$ cat src/rtl/seq_gen_pkg.sv
// ============================================================================
//  Module      : seq_gen_pkg
//  Description : Mode encoding and shared constants for the prescaled
//                sequence generator.
//  Revision    : 1.0 - initial release
// ============================================================================
`default_nettype none

package seq_gen_pkg;

  typedef enum logic [1:0] {
    MODE_UP      = 2'b00,
    MODE_DOWN    = 2'b01,
    MODE_GRAY    = 2'b10,
    MODE_JOHNSON = 2'b11
  } mode_e;

  // Divider value the legacy board used for a visible blink rate.
  localparam int unsigned DIV_DEFAULT = 25000;

endpackage : seq_gen_pkg

`default_nettype wire

$ cat src/rtl/seq_prescaler.sv
// ============================================================================
//  Module      : seq_prescaler
//  Description : Programmable clock-enable divider emitting a one-cycle step.
//  Revision    : 1.0 - initial release
// ============================================================================
`default_nettype none

module seq_prescaler #(
  parameter int DIV_W = 15
) (
  input  logic             clk,
  input  logic             reset,
  input  logic             en_i,
  input  logic             clear_i,
  input  logic [DIV_W-1:0] div_val_i,
  output logic             step_o
);

  logic [DIV_W-1:0] cnt_q;
  logic [DIV_W-1:0] cnt_d;
  logic             w_due;

  // Using >= rather than == lets a lowered div_val take effect immediately.
  assign w_due  = (cnt_q >= div_val_i);
  assign step_o = en_i & w_due & ~clear_i;

  always_comb begin
    cnt_d = cnt_q;
    if (clear_i) begin
      cnt_d = '0;
    end else if (en_i) begin
      cnt_d = w_due ? '0 : cnt_q + 1'b1;
    end
  end

  always_ff @(posedge clk or posedge reset) begin
    if (reset) begin
      cnt_q <= '0;
    end else begin
      cnt_q <= cnt_d;
    end
  end

endmodule : seq_prescaler

`default_nettype wire

$ cat src/rtl/seq_gen_prescaled.sv
// ============================================================================
//  Module      : seq_gen_prescaled
//  Description : Prescaled binary/Gray/Johnson sequence generator with load.
//  Revision    : 1.0 - initial release
// ============================================================================
`default_nettype none

module seq_gen_prescaled
  import seq_gen_pkg::*;
#(
  parameter int WIDTH = 3,
  parameter int DIV_W = 15
) (
  input  logic             clk,
  input  logic             reset,
  input  logic             en,
  input  logic [DIV_W-1:0] div_val,
  input  logic [1:0]       mode,
  input  logic             load,
  input  logic [WIDTH-1:0] load_val,
  output logic [WIDTH-1:0] q,
  output logic             tick,
  output logic             wrap,
  output logic             clk_slow
);

  localparam logic [WIDTH-1:0] c_ALL_ONES  = '1;
  localparam logic [WIDTH-1:0] c_JOHN_LAST = {1'b1, {(WIDTH-1){1'b0}}};

  mode_e            w_mode;
  logic [1:0]       mode_q;
  logic             w_mode_chg;
  logic             w_step;
  logic [WIDTH-1:0] w_b_inc;

  logic [WIDTH-1:0] q_q, q_d;
  logic [WIDTH-1:0] b_q, b_d;
  logic             tick_q, tick_d;
  logic             wrap_q, wrap_d;
  logic             slow_q, slow_d;

  assign w_mode     = mode_e'(mode);
  assign w_mode_chg = (mode != mode_q);
  assign w_b_inc    = b_q + 1'b1;

  seq_prescaler #(
    .DIV_W(DIV_W)
  ) u_prescaler (
    .clk      (clk),
    .reset    (reset),
    .en_i     (en),
    .clear_i  (load | w_mode_chg),
    .div_val_i(div_val),
    .step_o   (w_step)
  );

  // Priority: load, then mode-change zeroing, then a prescaler step.
  always_comb begin
    q_d    = q_q;
    b_d    = b_q;
    tick_d = 1'b0;
    wrap_d = 1'b0;
    slow_d = slow_q;
    if (load) begin
      b_d = load_val;
      case (w_mode)
        MODE_GRAY:    q_d = load_val ^ (load_val >> 1);
        MODE_JOHNSON: q_d = '0;
        default:      q_d = load_val;
      endcase
    end else if (w_mode_chg) begin
      q_d = '0;
      b_d = '0;
    end else if (w_step) begin
      tick_d = 1'b1;
      slow_d = ~slow_q;
      case (w_mode)
        MODE_UP: begin
          q_d    = q_q + 1'b1;
          wrap_d = (q_q == c_ALL_ONES);
        end
        MODE_DOWN: begin
          q_d    = q_q - 1'b1;
          wrap_d = (q_q == '0);
        end
        MODE_GRAY: begin
          b_d    = w_b_inc;
          q_d    = w_b_inc ^ (w_b_inc >> 1);
          wrap_d = (b_q == c_ALL_ONES);
        end
        default: begin
          q_d    = {q_q[WIDTH-2:0], ~q_q[WIDTH-1]};
          wrap_d = (q_q == c_JOHN_LAST);
        end
      endcase
    end
  end

  always_ff @(posedge clk or posedge reset) begin
    if (reset) begin
      q_q    <= '0;
      b_q    <= '0;
      mode_q <= 2'b00;
      tick_q <= 1'b0;
      wrap_q <= 1'b0;
      slow_q <= 1'b1;
    end else begin
      q_q    <= q_d;
      b_q    <= b_d;
      mode_q <= mode;
      tick_q <= tick_d;
      wrap_q <= wrap_d;
      slow_q <= slow_d;
    end
  end

  assign q        = q_q;
  assign tick     = tick_q;
  assign wrap     = wrap_q;
  assign clk_slow = slow_q;

endmodule : seq_gen_prescaled

`default_nettype wire
$ cat config.mk
export PLATFORM = sky130hd
export DESIGN_NAME = seq_gen_prescaled
export DESIGN_NICKNAME = d
export VERILOG_FILES = /design/src/rtl/seq_gen_pkg.sv /design/src/rtl/seq_prescaler.sv /design/src/rtl/seq_gen_prescaled.sv
export SDC_FILE = /design/constraint.sdc
export NUM_CORES = 1
export LEC_CHECK = 0
export ABC_AREA = 0
export CORE_MARGIN = 1.5
export CORE_UTILIZATION = 49
export DETAILED_ROUTE_END_ITERATION = 8
export GPL_TIMING_DRIVEN = 0
export HOLD_SLACK_MARGIN = 0.12
export PLACE_DENSITY = 0.79
export SLEW_MARGIN = 25
export SYNTH_ARGS = -nofsm -noshare
export SYNTH_HDL_FRONTEND = slang
export SYNTH_SLANG_ARGS = --single-unit
$ cat constraint.sdc
create_clock -name clk -period 2.1 [get_ports clk]
set_input_delay 0.42 -clock clk [delete_from_list [all_inputs] [get_ports clk]]
set_output_delay 0.42 -clock clk [all_outputs]
set_load 0.02 [all_outputs]
======== After elaboration in Yosys (flattened, before gate mapping) ========
Index checks and enable logic that the tools add are counted.
cells by class
  bitwise operators ....................... 10
  equal/unequal tests ..................... 7
  multiplexer cells ....................... 19
  add/subtract/negate cells ............... 4
  reduce and logical (&&, ||, !) cells .... 7
  order comparisons ....................... 1
operators with widths
  operator               count
  $mux 15                3
  $mux 3                 7
  $add 15x1->15 const B  1
  $ge 15x15->1           1
  $eq 3x3->1 const B     3
  $pmux 3 s3             1
  $add 3x1->3 const B    2
  $mux 1                 6
  $pmux 3 s2             1
  $reduce_bool 3->1      2
  $xor 3x2->3            2
  $not 1->1              5
  $eq 2x2->1 const B     2
  $logic_not 3->1        1
  $pmux 1 s3             1
  $reduce_and 3->1       1
  $sub 3x1->3 const B    1
  $and 1x1->1            2
  $eq 2x1->1 const B     1
  $logic_not 2->1        1
  $ne 2x2->1             1
  $reduce_and 2->1       1
  $reduce_bool 2->1      1
  $or 1x1->1             1
storage, ports and cells
  bits of input ports ..................... 24
  output and inout bits ................... 6
  word-level logic and storage cells ...... 55
  bits in registers ....................... 26

======== Longest topological paths before layout ========
Gate-level depths: netlist of the first run.
  depth in word-level cells ............... 7
  gate-level depth with buffers ........... 10
  mapped depth without buffers ............ 8

======== Cells and area by module ========
Synthesis of the first run repeated with hierarchy kept, for this count alone.
unflattened totals
  cell total of the unflattened synthesis .. 237
  area total of the unflattened synthesis .. 2,100.8 µm²
by module, submodules not included
  module             sequential area each (µm²)  instances  cells each  area an instance (µm²)
  seq_prescaler      375.4                       1          155         1,342.5
  seq_gen_prescaled  276.5                       1          82          758.2

======== Worst setup path before layout of the first run ========
No wires, ideal clock.
  kind .................................... input to register
  start point ............................. input mode[1]
  end point ............................... register q_q[2] (netlist: q[2])
  path slack .............................. -212 ps
  path buffers ............................ 2
  stages on the path ...................... 10
  data required time ...................... 1,972 ps
  setup time .............................. 128 ps
  arrival time ............................ 2,184 ps
  path through ............................ buf_2 -> buf_1 -> nor2b_1 -> fa_1 -> xor2_1 -> nor2_1 -> a21oi_1 -> o221ai_1 -> o21ai_0 -> mux2_1
between the ends
  longest elaborated chain between the ends .. 5
  elaborated cells between the ends (all ways) .. 14
  those cells by class .................... 4 x eq/ne; 5 x mux; 3 x bitwise; 2 x reduce/logical
RTL lines
  what                                                line                                              RTL
  from (decl)                                         seq_gen_prescaled.sv:18                           input logic [1:0] mode,
  $eq 2x2->1 (tied with other cells)                  seq_gen_prescaled.sv:66, seq_gen_prescaled.sv:77
  $pmux 3 s3 / $or 1x1->1 (equally long branches)     seq_gen_prescaled.sv:77, seq_gen_prescaled.sv:52
  $mux 3 / $not 1->1 (equally long branches)          seq_gen_prescaled.sv:74, seq_prescaler.sv:25
  $mux 3 / $and 1x1->1 (equally long branches)        seq_gen_prescaled.sv:71, seq_prescaler.sv:25
  $mux 3 / $reduce_bool 3->1 (equally long branches)  n/a
  to (signal assigned)                                seq_gen_prescaled.sv:108                          q_q <= q_d;
  to (decl)                                           seq_gen_prescaled.sv:36                           logic [WIDTH-1:0] q_q, q_d;
Parallel ways exist; a longest one is shown, timed or not. The select of a mux whose other input is x is not followed.
A chain may end at the register's enable or synchronous reset.

======== Worst setup path after layout of the first run ========
  start point ............................. register u_prescaler.cnt_q[12]
  end point ............................... register q_q[1] (netlist: q[1])
between the ends
  longest elaborated chain between the ends .. 4
RTL lines
  what                         line                 RTL
  from (decl)                  seq_prescaler.sv:19  logic [DIV_W-1:0] cnt_q;
  from (signal assigned)       seq_prescaler.sv:40  cnt_q <= cnt_d;
  $ge 15x15->1                 seq_prescaler.sv:24  assign w_due = (cnt_q >= div_val_i);
  $and 1x1->1 (2 in a row)     seq_prescaler.sv:25  assign step_o = en_i & w_due & ~clear_i;
  $reduce_bool 3->1 (no line)  n/a
No other way between the ends.

==> results of run 1 <==
-- area by class of cell --
class	count	area [sq um]	share of cell area [%]
multi-input cells	166	1433	52.67
flip-flops and latches	26	653.1	24.01
repair buffers	37	372.9	13.71
inverters	22	82.58	3.036
plain buffers	8	63.81	2.346
well taps	48	60.06	2.208
clock buffers	4	55.05	2.024
-- cell families (layout without fill, tap and decap cells) --
kind of cell / after synthesis / after routing
adders and majority gates: 18 / 18
DFF: 26 / 26
buffers and inverters: 30 / 71
and+or+nand+nor: 85 / 85
muxes: 4 / 4
xor gates and xnor gates: 17 / 17
AOI/OAI and AO/OA: 42 / 42
-- worst paths after layout --
| kind | cells past startpoint | end |
|---|---|---|
| worst max-delay path | 8 | q[1] |
| worst min-delay path | 1 | mode_q[1] |
| worst max register to register | 8 | q[1] |
| worst min register to register | 1 | clk_slow |
| max in group asynchronous | 2 | u_prescaler.cnt_q[8] |
| min in group asynchronous | 2 | q[1] |
-- per-layer routing --
layer / GRT usage, % / up-vias / part of all wire [%]
li1: - / 846 / -
met1: 26.55 / 833 / 45
met2: 38.01 / 31 / 51
met3: 2.215 / 6 / 3.1
met4: 4.847 / 0 / 0.94
met5: 0 / - / 0
-- stage by stage --
step	util (%)	total power, mW
after floorplan	-	0.7060
after global placement	61.93	0.7927
after detailed placement	61.93	0.7994
after CTS	67.35	1.137
after global routing	72.66	1.230
final	72.66	1.174
-- critical path, stage by stage, from the launching register on --
cell and delay (ns):
dfrtp_1 0.42, ha_4 0.23, a211oi_2 0.18, nor2_1 0.07, or4_4 0.53, a41oi_4 0.22
buf_12 0.16, a21oi_4 0.07, mux2_4 0.33
-- placed cells by master (no fill, tap or decap), types with 6 or more instances in the layout --
cell type	n
inv_2	12
nand2_1	19
ha_4	11
buf_4	7
inv_1	10
nand3_1	7
clkdlybuf4s50_1	11
nor2_1	22
dlymetal6s2s_1	7
o21ai_0	7
xnor2_1	11
dlygate4sd2_1	8
buf_6	6
dfrtp_1	24
-- sequential cells by signal, indices dropped and copies added (netlist names) --
register / flops
b_q: 3
mode_q: 2
u_prescaler.cnt_q: 15
tick: 1
clk_slow: 1
q: 3
wrap: 1
-- what timing repair did --
| item | 4_1_cts | 5_1_grt |
|---|---|---|
| buffers inserted | 4 | 5 |
| pin swaps | 25 | 23 |
| endpoints found under the setup margin | 24 | 24 |
| gates resized for setup | 41 | 32 |
| gates cloned | 0 | 1 |
-- power by group through the flow --
stage | registers, mW | clock network (mW) | logic (mW)
after floorplan | 0.555 | 0 | 0.150
after global placement | 0.551 | 0 | 0.242
after detailed placement | 0.552 | 0 | 0.248
after CTS | 0.543 | 0.325 | 0.269
after global routing | 0.548 | 0.356 | 0.326
final | 0.544 | 0.332 | 0.297
-- Yosys cell counts, drive strengths merged, types with 2 or more instances --
cell      n
a211oi    2
a21oi    10
a2bb2oi   3
buf       4
clkbuf    4
dfrtp    25
ha       17
inv      22
mux2      4
nand2    21
nand2b    4
nand3     8
nand3b    2
nand4     5
nor2     24
nor2b     2
nor3      9
o21ai    14
o22ai     2
o31ai     4
or2       2
or3       3
xnor2    11
xor2      6
==> key figures, run 1 <==
Setup path
  • Worst setup path category: reg2reg
  • Setup crit start: u_prescaler.cnt_q[12]
  • Crit path launch type: flip-flop
  • Kind of end point of the critical path: flip-flop
  • Reg-to-reg setup timing slack: -0.21 ns
  • RR Startpoint: u_prescaler.cnt_q[12]
  • Crit Path Max Fanout: 5
  • Critical path required time: between 2 and 2.5 ns
  • Data arrival at the endpoint of the critical path: between 2 and 2.5 ns

Placed design
  • Pre-CTS setup slack: -0.8087 ns
  • Port-buffer cells: 27
  • Detail Placement HPWL: 2947 um
  • Cell Area, Placed: about 2300 sq um
  • Placed cell count: slightly below 300
  • Routability Congestion: 0.8716

Finish
  • Proportion of layout cells with a drive suffix above 1: between 30% and 40%
  • Post-route non-filler standard cell count: 311
  • Area delta synth->final: 39.90%
  • Area of all placed cells without fillers: ~2700 sq um
  • Post-layout net count: slightly above 300
  • Number of antenna diodes: 0
  • Filler instances: between 200 and 300

Timing
  • Minimum clock period after layout: ~2.3 ns
  • Worst Setup Slack, final: -0.2138 ns
  • Number of max-slew violations in the final report: 0
  • RSZ-0062 raised after global routing: true
  • Max Clk Rate: between 400 and 500 MHz
  • Setup skew after layout: between 0.003 and 0.004 ns
  • Max-Slew Margin vs Limit: a little over half
  • Final-report setup violation count: 20
  • Slew @ Worst Pin: between 0.6 and 0.7 ns
  • Number of failing hold endpoints at the final stage: 0
  • Share of the cycle needed by the critical path after routing: 110.2%
  • Worst-case hold slack: 0.3064 ns
  • Setup TNS Final: -2.722 ns

Logic synthesis
  • Number of synthesized flops with an enable pin: 0
  • Top cell type by total area after synthesis: dfrtp_1
  • Netlist area before placement: between 1500 and 2000 sq um
  • Average cell area after synthesis: roughly 8.8 sq um
  • Largest family of logic cells by synthesized area: simple AND/OR/NAND/NOR gates
  • Compound-Gate Fraction of Synth Area: around 15%
  • Number of instances in the synthesized netlist: between 200 and 250
  • Flop and latch count out of synthesis: 26
  • Fraction of post-synthesis cell area in the top cell type by area: around a third
  • Adder-cell share of the synthesized area: roughly an eighth
  • Fraction of registers with async set or reset after synthesis: 100.0%
  • Number of library cell types mapped by synthesis: between 40 and 50
  • Seq/Total Area, Yosys: 33.53%
  • Post-synthesis share of cell area spent on and, or, nand and nor gates: roughly 23%
  • Post-Synth XOR/XNOR Area: 8.044%
  • Most common flop cell mapped by yosys: dfrtp_1
  • Area contributors post-synth: dfrtp_1 (32%), ha_1 (11%), xnor2_1 (5.0%)
  • Synthesis Warnings: 0
  • Mux contribution to synthesized area: 2.317%
  • Post-Synthesis Net Count: 264

Power
  • Internal Power: around 830 uW
  • Proportion of power drawn by flip-flops and latches: between 40% and 50%
  • Switching component of the power: 340.0 uW
  • Worst vdd ir: between 300 and 400 uV
  • Clk pwr share: roughly 28%
  • Sw Share: between 20 and 30%
  • Pwr/cell area: 431.5 nW/um^2
  • Proportion of power drawn by combinational gates: roughly 25%
  • Static leakage: between 1 and 1.5 nW

CTS
  • Max clock buf depth: 2
  • TritonCTS buffer count: 3
  • Number of H-tree levels: 1
  • Clock root buffer: clkbuf_8
  • Post-CTS Hold Fix Bufs: 0
  • CTS tree: built
  • Clock insertion delay at the later pin of the skew report: 0.27 ns
  • Number of clock sinks: 26
  • Clock-pin slew of the registers on the worst-case setup and hold paths: around 0.09 ns

Global route
  • Global-route wire length before repair: 7182 um
  • GR Util All Layers: between 20% and 30%
  • Vias in the first global route: approximately 1700
  • GR Overflow Total: 0
  • Number of antenna violations at the first check in global routing: 0
  • Largest net degree at the start of global routing: 27

Route
  • Residual antenna-violating net count after detailed routing: 0
  • Count of unresolved DRC violations after routing: 0
  • DR pass1 iterations: 4
  • Routed vias/inst: between 5 and 6
  • Iteration-0 DRC Markers: 62
  • Overall via count from detail_route: ~1700
  • Average wire length per cell after detail routing: roughly 14 um
  • Total Routed Length: around 4500 um

Run status
  • Violations in the final reports: setup timing
  • Outcome: finished with violations

Die
  • Cell Rows: 22
  • Height of the die: about 66 um
  • Width of the chip: between 60 and 70 um
  • Effective utilization at floorplan: 51.94%
  • Ports: 30
  • Die Outline Area: 4355 sq um
  • Core area: between 3000 and 4000 sq um

Worst hold path
  • Hold Startpoint: mode[1]
  • Kind of path behind the tightest hold check: in2reg

Job
  • Max-Cap Viols: 0
(Power assumes the default switching activity.)
==> run 2, diff against run 1 <==
Settings changed: CORE_UTILIZATION 49 to 55, PLACE_DENSITY 0.79 to 0.83.
Clock period 2.1 ns to 2.7 ns, I/O delays scaled along.
==> run 2 against run 1 <==
Effect of this change:
- the run now ends clean
- die area shrank 10%
- worst hold slack gained 0.23 ns
- global-route usage increased by 1.0 points
- clock power fell by 39%
- count of clock-buffer cells in the layout is the same
- power down 30%
- design area down 13%
- core utilization decreased by 2.1 points
- cell count down 3.2%
- sequential cell count unchanged
- sequential share of layout area grew 3.4 points
- critical path depth rose by 1
- highest routed layer unchanged
==> key figures, run 2 (synthesized netlist as in run 1, its figures left out) <==
Die
  • Effective utilization at floorplan: between 50% and 60%
  • Ports: 30
  • Width of the chip: about 62 um
  • Die Outline Area: just under 4000 sq um
  • Height of the die: around 62 um
  • Core area: 3363 sq um
  • Cell Rows: 21

Worst hold path
  • Worst Hold Depth: 1
  • Kind of path behind the tightest hold check: reg2reg

Timing
  • Max-Slew Margin vs Limit: between 50% and 60%
  • Slew @ Worst Pin: between 0.6 and 0.7 ns
  • Final-report setup violation count: 0
  • Number of max-slew violations in the final report: 0
  • Share of the cycle needed by the critical path after routing: 98.26%
  • Number of failing hold endpoints at the final stage: 0
  • Minimum clock period after layout: roughly 2.7 ns
  • Worst-case hold slack: 0.5343 ns
  • Worst Setup Slack, final: 0.04688 ns
  • Max Clk Rate: approximately 380 MHz
  • Setup skew after layout: between 0.003 and 0.004 ns

Finish
  • Number of flip-flops in the largest register: 15
  • Most common library cell in the layout ignoring fill and taps: clkdlybuf4s50_1
  • Proportion of layout cells with a drive suffix above 1: about an eighth
  • Area delta synth->final: 22.14%
  • Register with the most flip-flops: u_prescaler.cnt_q
  • Post-layout net count: between 200 and 300
  • Number of antenna diodes: 0
  • Top library cells by usage in the layout, fill and taps aside: clkdlybuf4s50_1 (27), dfrtp_1 (25), nor2_1 (24)

Placed design
  • Port-buffer cells: 27
  • Detail Placement HPWL: just under 3000 um
  • Pre-CTS setup slack: -0.4473 ns
  • Routability Congestion: roughly 0.86

Global route
  • Highest-utilization routing layer at the global route stage: met2
  • Met1 demand-to-capacity share in global routing: between 30% and 40%
  • Largest net degree at the start of global routing: 27
  • GR Util All Layers: a little over a fifth
  • Met2 layer usage reported by global route: about a third
  • Vias in the first global route: 1673
  • GRT met3 Usage: approximately 3.6%
  • GR Overflow Total: 0
  • Global-route wire length before repair: about 7100 um
  • Number of antenna violations at the first check in global routing: 0

Setup path
  • Delay of the slowest critical-path stage: between 0.5 and 0.6 ns
  • Crit path launch type: input pin
  • Reg-to-reg setup timing slack: between 0.3 and 0.4 ns
  • Setup crit start: div_val[12]
  • Worst setup path category: in2reg
  • Capture point of the worst path: q[1]
  • Critical-path cell with the highest stage delay: or4_4
  • Critical path required time: 2.93 ns
  • Series of cell instances along the critical path: clkdlybuf4s50_1 > inv_1 > ha_4 > a211oi_2 > nor2_1 > or4_4 > a41oi_4 > a21oi_4 > mux2_1
  • R2r worst-path depth: 7
  • Kind of end point of the critical path: flip-flop
  • Reg-to-reg endpoint: q[1]
  • Crit Path Max Fanout: 5
  • Data arrival at the endpoint of the critical path: 2.89 ns
  • RR Startpoint: u_prescaler.cnt_q[12]

Job
  • Max-Cap Viols: 0

Power
  • Static leakage: ~1 nW
  • Worst vdd ir: 249.2 uV
  • Pwr/cell area: 345.8 nW/um^2

Route
  • Routed vias/inst: approximately 5.4
  • Residual antenna-violating net count after detailed routing: 0
  • Iteration-0 DRC Markers: 47
  • Average wire length per cell after detail routing: around 13 um
  • DR pass1 iterations: 4
  • Count of unresolved DRC violations after routing: 0
  • Total Routed Length: ~4000 um
  • Overall via count from detail_route: around 1600

CTS
  • Post-CTS Hold Fix Bufs: 0
  • Clock root buffer: clkbuf_4
  • Clock-pin slew of the registers on the worst-case setup and hold paths: roughly 0.14 ns
  • TritonCTS buffer count: 3
  • Number of H-tree levels: 1
  • CTS tree: built
  • Max clock buf depth: 2
  • Number of clock sinks: 26
  • Clock insertion delay at the later pin of the skew report: approximately 0.33 ns

Run status
  • Outcome: completed
## run 2: layout make-up
| class | instances | area (sq um) |
|---|---|---|
| fillers | 285 | 988.4 |
| well taps | 46 | 57.56 |
| clock buffers | 4 | 36.28 |
| flip-flops and latches | 26 | 651.9 |
| plain buffers | 8 | 53.80 |
| multi-input cells | 166 | 1206 |
| repair buffers | 29 | 286.5 |
| inverters | 22 | 82.58 |
## run 2: how the worst min path moves through the flow
stage / end / slack [ns] / from
global route: clk_slow / 0.56 / clk_slow
floorplan: u_prescaler.cnt_q[14] / 0.51 / u_prescaler.cnt_q[14]
global placement: clk_slow / 0.51 / clk_slow
finish: clk_slow / 0.53 / clk_slow
detailed placement: clk_slow / 0.52 / clk_slow
CTS: clk_slow / 0.54 / clk_slow
## run 2: worst max-delay path: cells and delay by family
| family | cells | cell delay [ns] |
|---|---|---|
| adder cells (fa/ha/maj) | 1 | 0.24 |
| buffers and inverters | 2 | 0.51 |
| AO/OA/AOI/OAI | 3 | 0.65 |
| multiplexers | 1 | 0.33 |
| AND/OR/NAND/NOR | 2 | 0.61 |
## run 2: layer usage
metal / up-vias / share of wire, %
li1: 837 / -
met2: 36 / 47
met3: 9 / 3.0
met1: 742 / 48
met4: 0 / 2.1
met5: - / 0
## run 2: metrics by stage
stage	std cells	setup TNS, ns	total power [mW]	util, %	instance area, sq um
after floorplan	222	0	0.5452	-	1944
after global placement	295	-5.427	0.6118	67.56	2272
after detailed placement	295	-6.085	0.6167	67.56	2272
after CTS	299	0	0.8153	68.68	2310
after global routing	301	-0.08562	0.8707	70.61	2375
final	301	0	0.8213	70.61	2375
## run 2: report_power, final
part | switching (mW) | leakage (nW) | total [mW] | internal (mW)
Sequential | 0.0195 | 0.348 | 0.422 | 0.402
Clock | 0.120 | 0.0210 | 0.203 | 0.0828
Combinational | 0.0984 | 0.626 | 0.197 | 0.0983
## run 2: timing repair
item,in CTS,in global routing
pin swaps,0,4
gates resized for setup,1,14
buffers inserted,0,1
gates cloned,0,1
endpoints found under the setup margin,1,16
